<file path="src/rtl/rf_ctrl_pkg.sv">
// Shared constants for the register-file write path: default widths,
// the hardwired zero register and fixed writeback requester indices.
package rf_ctrl_pkg;

  localparam int unsigned ADDR_W_DEF = 5;
  localparam int unsigned DATA_W_DEF = 32;
  localparam int unsigned REG_ZERO   = 0;

  localparam int unsigned REQ_ALU = 0;
  localparam int unsigned REQ_MDU = 1;
  localparam int unsigned REQ_LSU = 2;

  // Round-robin successor of a granted index, wrapping at n.
  function automatic int unsigned rr_next(input int unsigned idx, input int unsigned n);
    return (idx + 1 >= n) ? 0 : idx + 1;
  endfunction

endpackage

</file>
<file path="src/rtl/rr_arbiter.sv">
// Combinational round-robin arbiter: grants the first requester at or after
// ptr, wrapping modulo NUM_REQ; one-hot grant plus encoded index.
module rr_arbiter #(
  parameter int unsigned NUM_REQ = 3,
  parameter int unsigned IDX_W   = (NUM_REQ > 1) ? $clog2(NUM_REQ) : 1
) (
  input  logic [NUM_REQ-1:0] req,
  input  logic [IDX_W-1:0]   ptr,
  output logic [NUM_REQ-1:0] grant,
  output logic [IDX_W-1:0]   grant_idx,
  output logic               grant_any
);

  int unsigned cand;

  // Scan NUM_REQ positions starting at ptr; first asserted request wins.
  always_comb begin
    grant     = '0;
    grant_idx = '0;
    grant_any = 1'b0;
    cand      = 0;
    for (int unsigned k = 0; k < NUM_REQ; k++) begin
      cand = 32'(ptr) + k;
      if (cand >= NUM_REQ) cand = cand - NUM_REQ;
      if (!grant_any && req[cand[IDX_W-1:0]]) begin
        grant_any                 = 1'b1;
        grant[cand[IDX_W-1:0]]    = 1'b1;
        grant_idx                 = cand[IDX_W-1:0];
      end
    end
  end

endmodule

</file>
<file path="src/rtl/rf_wb_arbiter.sv">
// Shares the register-file write port among writeback sources (round-robin)
// and keeps a pending-write scoreboard so decode can stall on RAW hazards.
module rf_wb_arbiter
  import rf_ctrl_pkg::*;
#(
  parameter int unsigned NUM_REQ = 3,
  parameter int unsigned DATA_W  = DATA_W_DEF,
  parameter int unsigned ADDR_W  = ADDR_W_DEF
) (
  input  logic                      clk,
  input  logic                      reset,
  input  logic [NUM_REQ-1:0]        req_valid,
  input  logic [NUM_REQ*ADDR_W-1:0] req_addr,
  input  logic [NUM_REQ*DATA_W-1:0] req_data,
  output logic [NUM_REQ-1:0]        req_ready,
  output logic                      rf_we,
  output logic [ADDR_W-1:0]         rf_waddr,
  output logic [DATA_W-1:0]         rf_wdata,
  input  logic                      issue_valid,
  input  logic [ADDR_W-1:0]         issue_addr,
  input  logic [ADDR_W-1:0]         rs_addr,
  input  logic [ADDR_W-1:0]         rt_addr,
  output logic                      rs_busy,
  output logic                      rt_busy
);

  localparam int unsigned IDX_W    = (NUM_REQ > 1) ? $clog2(NUM_REQ) : 1;
  localparam int unsigned NUM_REGS = 1 << ADDR_W;

  logic [IDX_W-1:0]    ptr;
  logic [NUM_REQ-1:0]  req_live;
  logic [NUM_REQ-1:0]  grant;
  logic [IDX_W-1:0]    grant_idx;
  logic                grant_any;
  logic [ADDR_W-1:0]   sel_addr;
  logic [DATA_W-1:0]   sel_data;
  logic [NUM_REGS-1:0] pending;
  logic [NUM_REGS-1:0] pending_nxt;

  // No grants are offered while reset is held.
  assign req_live = reset ? '0 : req_valid;

  rr_arbiter #(
    .NUM_REQ (NUM_REQ),
    .IDX_W   (IDX_W)
  ) u_rr_arbiter (
    .req       (req_live),
    .ptr       (ptr),
    .grant     (grant),
    .grant_idx (grant_idx),
    .grant_any (grant_any)
  );

  assign req_ready = grant;

  // One-hot AND-OR select of the winning requester's payload.
  always_comb begin
    sel_addr = '0;
    sel_data = '0;
    for (int unsigned i = 0; i < NUM_REQ; i++) begin
      if (grant[i]) begin
        sel_addr = req_addr[i*ADDR_W +: ADDR_W];
        sel_data = req_data[i*DATA_W +: DATA_W];
      end
    end
  end

  always_ff @(posedge clk or posedge reset) begin
    if (reset) begin
      ptr <= '0;
    end else if (grant_any) begin
      ptr <= IDX_W'(rr_next(32'(grant_idx), NUM_REQ));
    end
  end

  // Write port register; a handshake to the zero register completes without a write.
  always_ff @(posedge clk or posedge reset) begin
    if (reset) begin
      rf_we    <= 1'b0;
      rf_waddr <= '0;
      rf_wdata <= '0;
    end else begin
      rf_we <= grant_any && (sel_addr != ADDR_W'(REG_ZERO));
      if (grant_any) begin
        rf_waddr <= sel_addr;
        rf_wdata <= sel_data;
      end
    end
  end

  // Clear on the writing edge, then set so a new producer overrides the retiring one.
  always_comb begin
    pending_nxt = pending;
    if (rf_we) begin
      pending_nxt[rf_waddr] = 1'b0;
    end
    if (issue_valid && (issue_addr != ADDR_W'(REG_ZERO))) begin
      pending_nxt[issue_addr] = 1'b1;
    end
    pending_nxt[REG_ZERO] = 1'b0;
  end

  always_ff @(posedge clk or posedge reset) begin
    if (reset) begin
      pending <= '0;
    end else begin
      pending <= pending_nxt;
    end
  end

  assign rs_busy = pending[rs_addr];
  assign rt_busy = pending[rt_addr];

endmodule
</file>
<file path="config.mk">
export PLATFORM = sky130hd
export DESIGN_NAME = rf_wb_arbiter
export DESIGN_NICKNAME = d
export VERILOG_FILES = /design/src/rtl/rf_ctrl_pkg.sv /design/src/rtl/rr_arbiter.sv /design/src/rtl/rf_wb_arbiter.sv
export SDC_FILE = /design/constraint.sdc
export NUM_CORES = 1
export LEC_CHECK = 0
export CORE_MARGIN = 10
export CORE_UTILIZATION = 44
export DETAILED_ROUTE_END_ITERATION = 12
export PLACE_DENSITY = 0.8
export SETUP_SLACK_MARGIN = 0.2
export SLEW_MARGIN = 20
export SYNTH_ARGS = -nofsm -noshare
export SYNTH_HDL_FRONTEND = slang
export SYNTH_SLANG_ARGS = --single-unit
</file>
<file path="constraint.sdc">
create_clock -name clk -period 5.12 [get_ports clk]
set_input_delay 1.024 -clock clk [delete_from_list [all_inputs] [get_ports clk]]
set_output_delay 1.024 -clock clk [all_outputs]
set_load 0.01 [all_outputs]
</file>
==> metrics <==
ANT cells=0; DRT Wirelength=between 10000 and 15000 um; Post-Synthesis Mean Instance Area=roughly 11 um^2; final core utilization=roughly two thirds; async set-reset flop share out of synthesis=100%; Multi-input gate area=2370 um^2; # clock sinks=just over 70; Lkg Pwr=approximately 2.4 nW; worst r2r src=ptr[1]$_DFFE_PP0P_; Worst Setup SP=rt_addr[0]; Main synth FF type=dfrtp_1; RR Endpoint=rf_wdata[30]$_DFFE_PP0P_; Reg2Reg Setup Slack=slightly below 2 ns; Sw Share=between 40% and 50%; Setup-failing EPs final=0; skew final=between 0.005 and 0.006 ns; Syn Nets=~540; first-pass GRT wire length=23800 um; critical path startpoint category=input pin; post-CTS sizing=0; Net Sw Power=~0.0016 W; port bufs=roughly 170; Fin Hold WS=around 0.52 ns; clk_lat worst skew=between 0.3 and 0.4 ns; cell count of the worst reg-to-reg path=8; design area=between 6000 and 7000 um^2; Synth-to-Final Area Change=44.4%; GRT Total Usage=20.5%; Max H-tree Level=3; CTS tree=done; CP Data Required Time=between 4 and 5 ns; Max Cap Viol=0; endpoint type of the worst setup path=output pin; Max-Slew Margin vs Limit=between 30% and 40%; die area=14400 um^2; drt pass-1 iters=7; worst vdd ir=between 300 and 400 uV; Hold Path Class=flop to flop; routed len/inst=roughly 21 um; 1st-iter DRT viols=342; crit path DAT=between 3 and 4 ns; via count=approximately 4.2k; initial antenna violation count=0; outcome=complete, no violations; Placer Congestion=about 0.89; pwr/cell area=around 600 nW/um^2; final worst slack=around 0.53 ns; FMAX=218 MHz; final hold violations=0; Num CTS Buffers=9; register area share after synthesis=around two fifths; DIE WIDTH=120 um; DP Wirelength=11800 um; largest net degree at the start of global routing=70; fillcell total=roughly 820; CTS max path bufs=2; DP Worst Slack=just under 0.5 ns; clk root buf=clkbuf_8; vias in the first global route=between 4k and 5k; starting density of the core=45.2%; fin nets=between 700 and 800; worst hold path startpoint=rf_wdata[27]$_DFFE_PP0P_; layout cells sized above 1=between 10% and 20%; clock input transition at the sequential cells of the worst setup and hold paths=roughly 0.070 ns; Final min period=between 4 and 5 ns; DR DRC count=0; Critical Setup Path Class=input pin to output pin; register area=~1800 um^2; post-CTS setup buffers=0; Post-Syn Area=approximately 4400 um^2; Post-synth EDFFs=0; Synth Register Bits=71; Max Transition Viols Final=0; Distinct cells, synth=51; Logic pwr share=approximately 57%; Least-Margin Pin Slew=0.985 ns; Flop pwr share=~29%; setup TNS=0 ns; clock share of power=between 10% and 20%; Worst Setup EP=rt_busy; Internal=between 0.002 and 0.0025 W; RSZ-0062 raised after global routing=no; overflow left after global routing=0; final critical-path share of the clock period=between 80% and 90%; dpl cell area=between 6000 and 7000 um^2; Die Y=~120 um; num rows=36; Antenna Nets Post-Route=0; via-per-instance ratio=slightly below 6; Post-Syn Instances=between 400 and 500; CP max FO=9; YS warnings=0; # IOs=~180; area of the core=between 9000 and 10000 um^2; cts hold-fix bufs=0
[per-layer routing]
layer  routed length (um)  vias to the layer above  track usage, %
li1                     -                     1920               -
met1                 5460                     2032            22.0
met2                 7680                      196            35.8
met3                 1640                       15            10.1
met4                  139                        0            4.00
met5                    0                        -               0
[synthesized netlist by cell type, types with 2 or more instances]
library cell	number	share of area, %
o21ai_1	23	2.6
o22ai_1	3	0.43
clkbuf_1	10	0.85
a211oi_1	3	0.51
a21oi_4	2	0.74
nand2_1	20	1.7
nand3b_1	11	1.9
and3b_1	2	0.40
dfrtp_1	71	40
inv_1	8	0.68
mux4_2	18	9.2
a21o_1	3	0.51
mux2i_1	2	0.46
o2111ai_1	2	0.40
o32ai_1	3	0.60
mux2_2	4	1.0
o21ai_0	71	8.1
o21ai_2	9	1.8
ha_1	4	1.1
buf_2	6	0.68
buf_4	6	1.0
nor2_1	9	0.77
a21oi_1	6	0.68
a22oi_2	10	2.8
buf_6	6	1.5
a311oi_2	2	0.68
a22oi_1	59	10
nand3_1	7	0.80
or3b_2	5	1.0
or3_1	2	0.28
[sequential cells by signal (all words and copies together), names as in the netlist]
register / flops
pending: 31
ptr: 2
rf_waddr: 5
rf_wdata: 32
rf_we: 1
[logic make-up after synthesis]
group	share of synthesized area (%)
muxes	11.0
AOI/OAI and AO/OA	32.7
DFF	40.4
buffers and inverters	5.98
adders and majority gates	1.14
and+or+nand+nor	8.74
[worst max-delay path, stage by stage]
cell	delay [ns]
clkdlybuf4s50_1	0.77
mux4_2	0.56
mux4_2	0.47
mux2_2	0.27
clkdlybuf4s50_1	0.48
[power groups by stage]
| stage | clock (W) | sequential, W | combinational [W] |
|---|---|---|---|
| floorplan | 0 | 0.00108 | 0.00145 |
| global placement | 0 | 0.00108 | 0.00211 |
| detailed placement | 0 | 0.00110 | 0.00217 |
| CTS | 0.000512 | 0.00110 | 0.00218 |
| global route | 0.000535 | 0.00113 | 0.00238 |
| finish | 0.000504 | 0.00109 | 0.00217 |
[per-stage QoR]
stage / cells / total power (W)
6_report: 704 / 0.00377
2_1_floorplan: 408 / 0.00253
3_3_place_gp: 688 / 0.00319
4_1_cts: 704 / 0.00379
5_1_grt: 704 / 0.00405
3_5_place_dp: 688 / 0.00328
[how the worst min path moves through the flow]
stage,endpoint,slack [ns],cells after the start
6_report,rf_wdata[27]$_DFFE_PP0P_,0.52,2
5_1_grt,rf_wdata[26]$_DFFE_PP0P_,0.56,2
4_1_cts,rf_wdata[27]$_DFFE_PP0P_,0.53,2
3_5_place_dp,rf_wdata[3]$_DFFE_PP0P_,0.51,2
3_3_place_gp,rf_wdata[3]$_DFFE_PP0P_,0.50,2
2_1_floorplan,pending[3]$_DFF_PP0_,0.48,2
[layout make-up]
class / count / share of cell area [%]
Tap cell: 133 / 2.62
Sequential cell: 71 / 28.0
Timing Repair Buffer: 177 / 27.8
Inverter: 10 / 0.769
Clock buffer: 11 / 2.23
Clock inverter: 5 / 1.28
Multi-Input combinational cell: 297 / 37.3
[layout by cell type, fill, tap and decap left out, types with 4 or more instances in the layout]
cell type and instances:
clkdlybuf4s50_1 174, a21oi_1 5, o21ai_2 9, clkbuf_8 10
ha_1 4, mux2_2 4, or3b_2 5, nor2_1 9
a22oi_1 59, o21ai_1 23, dfrtp_1 71, o21ai_0 71
nand3_1 7, a22oi_2 10, nand2_1 20, mux4_2 18
nand3b_1 11, inv_1 7
Note: power is estimated with default switching activity, not from simulation.
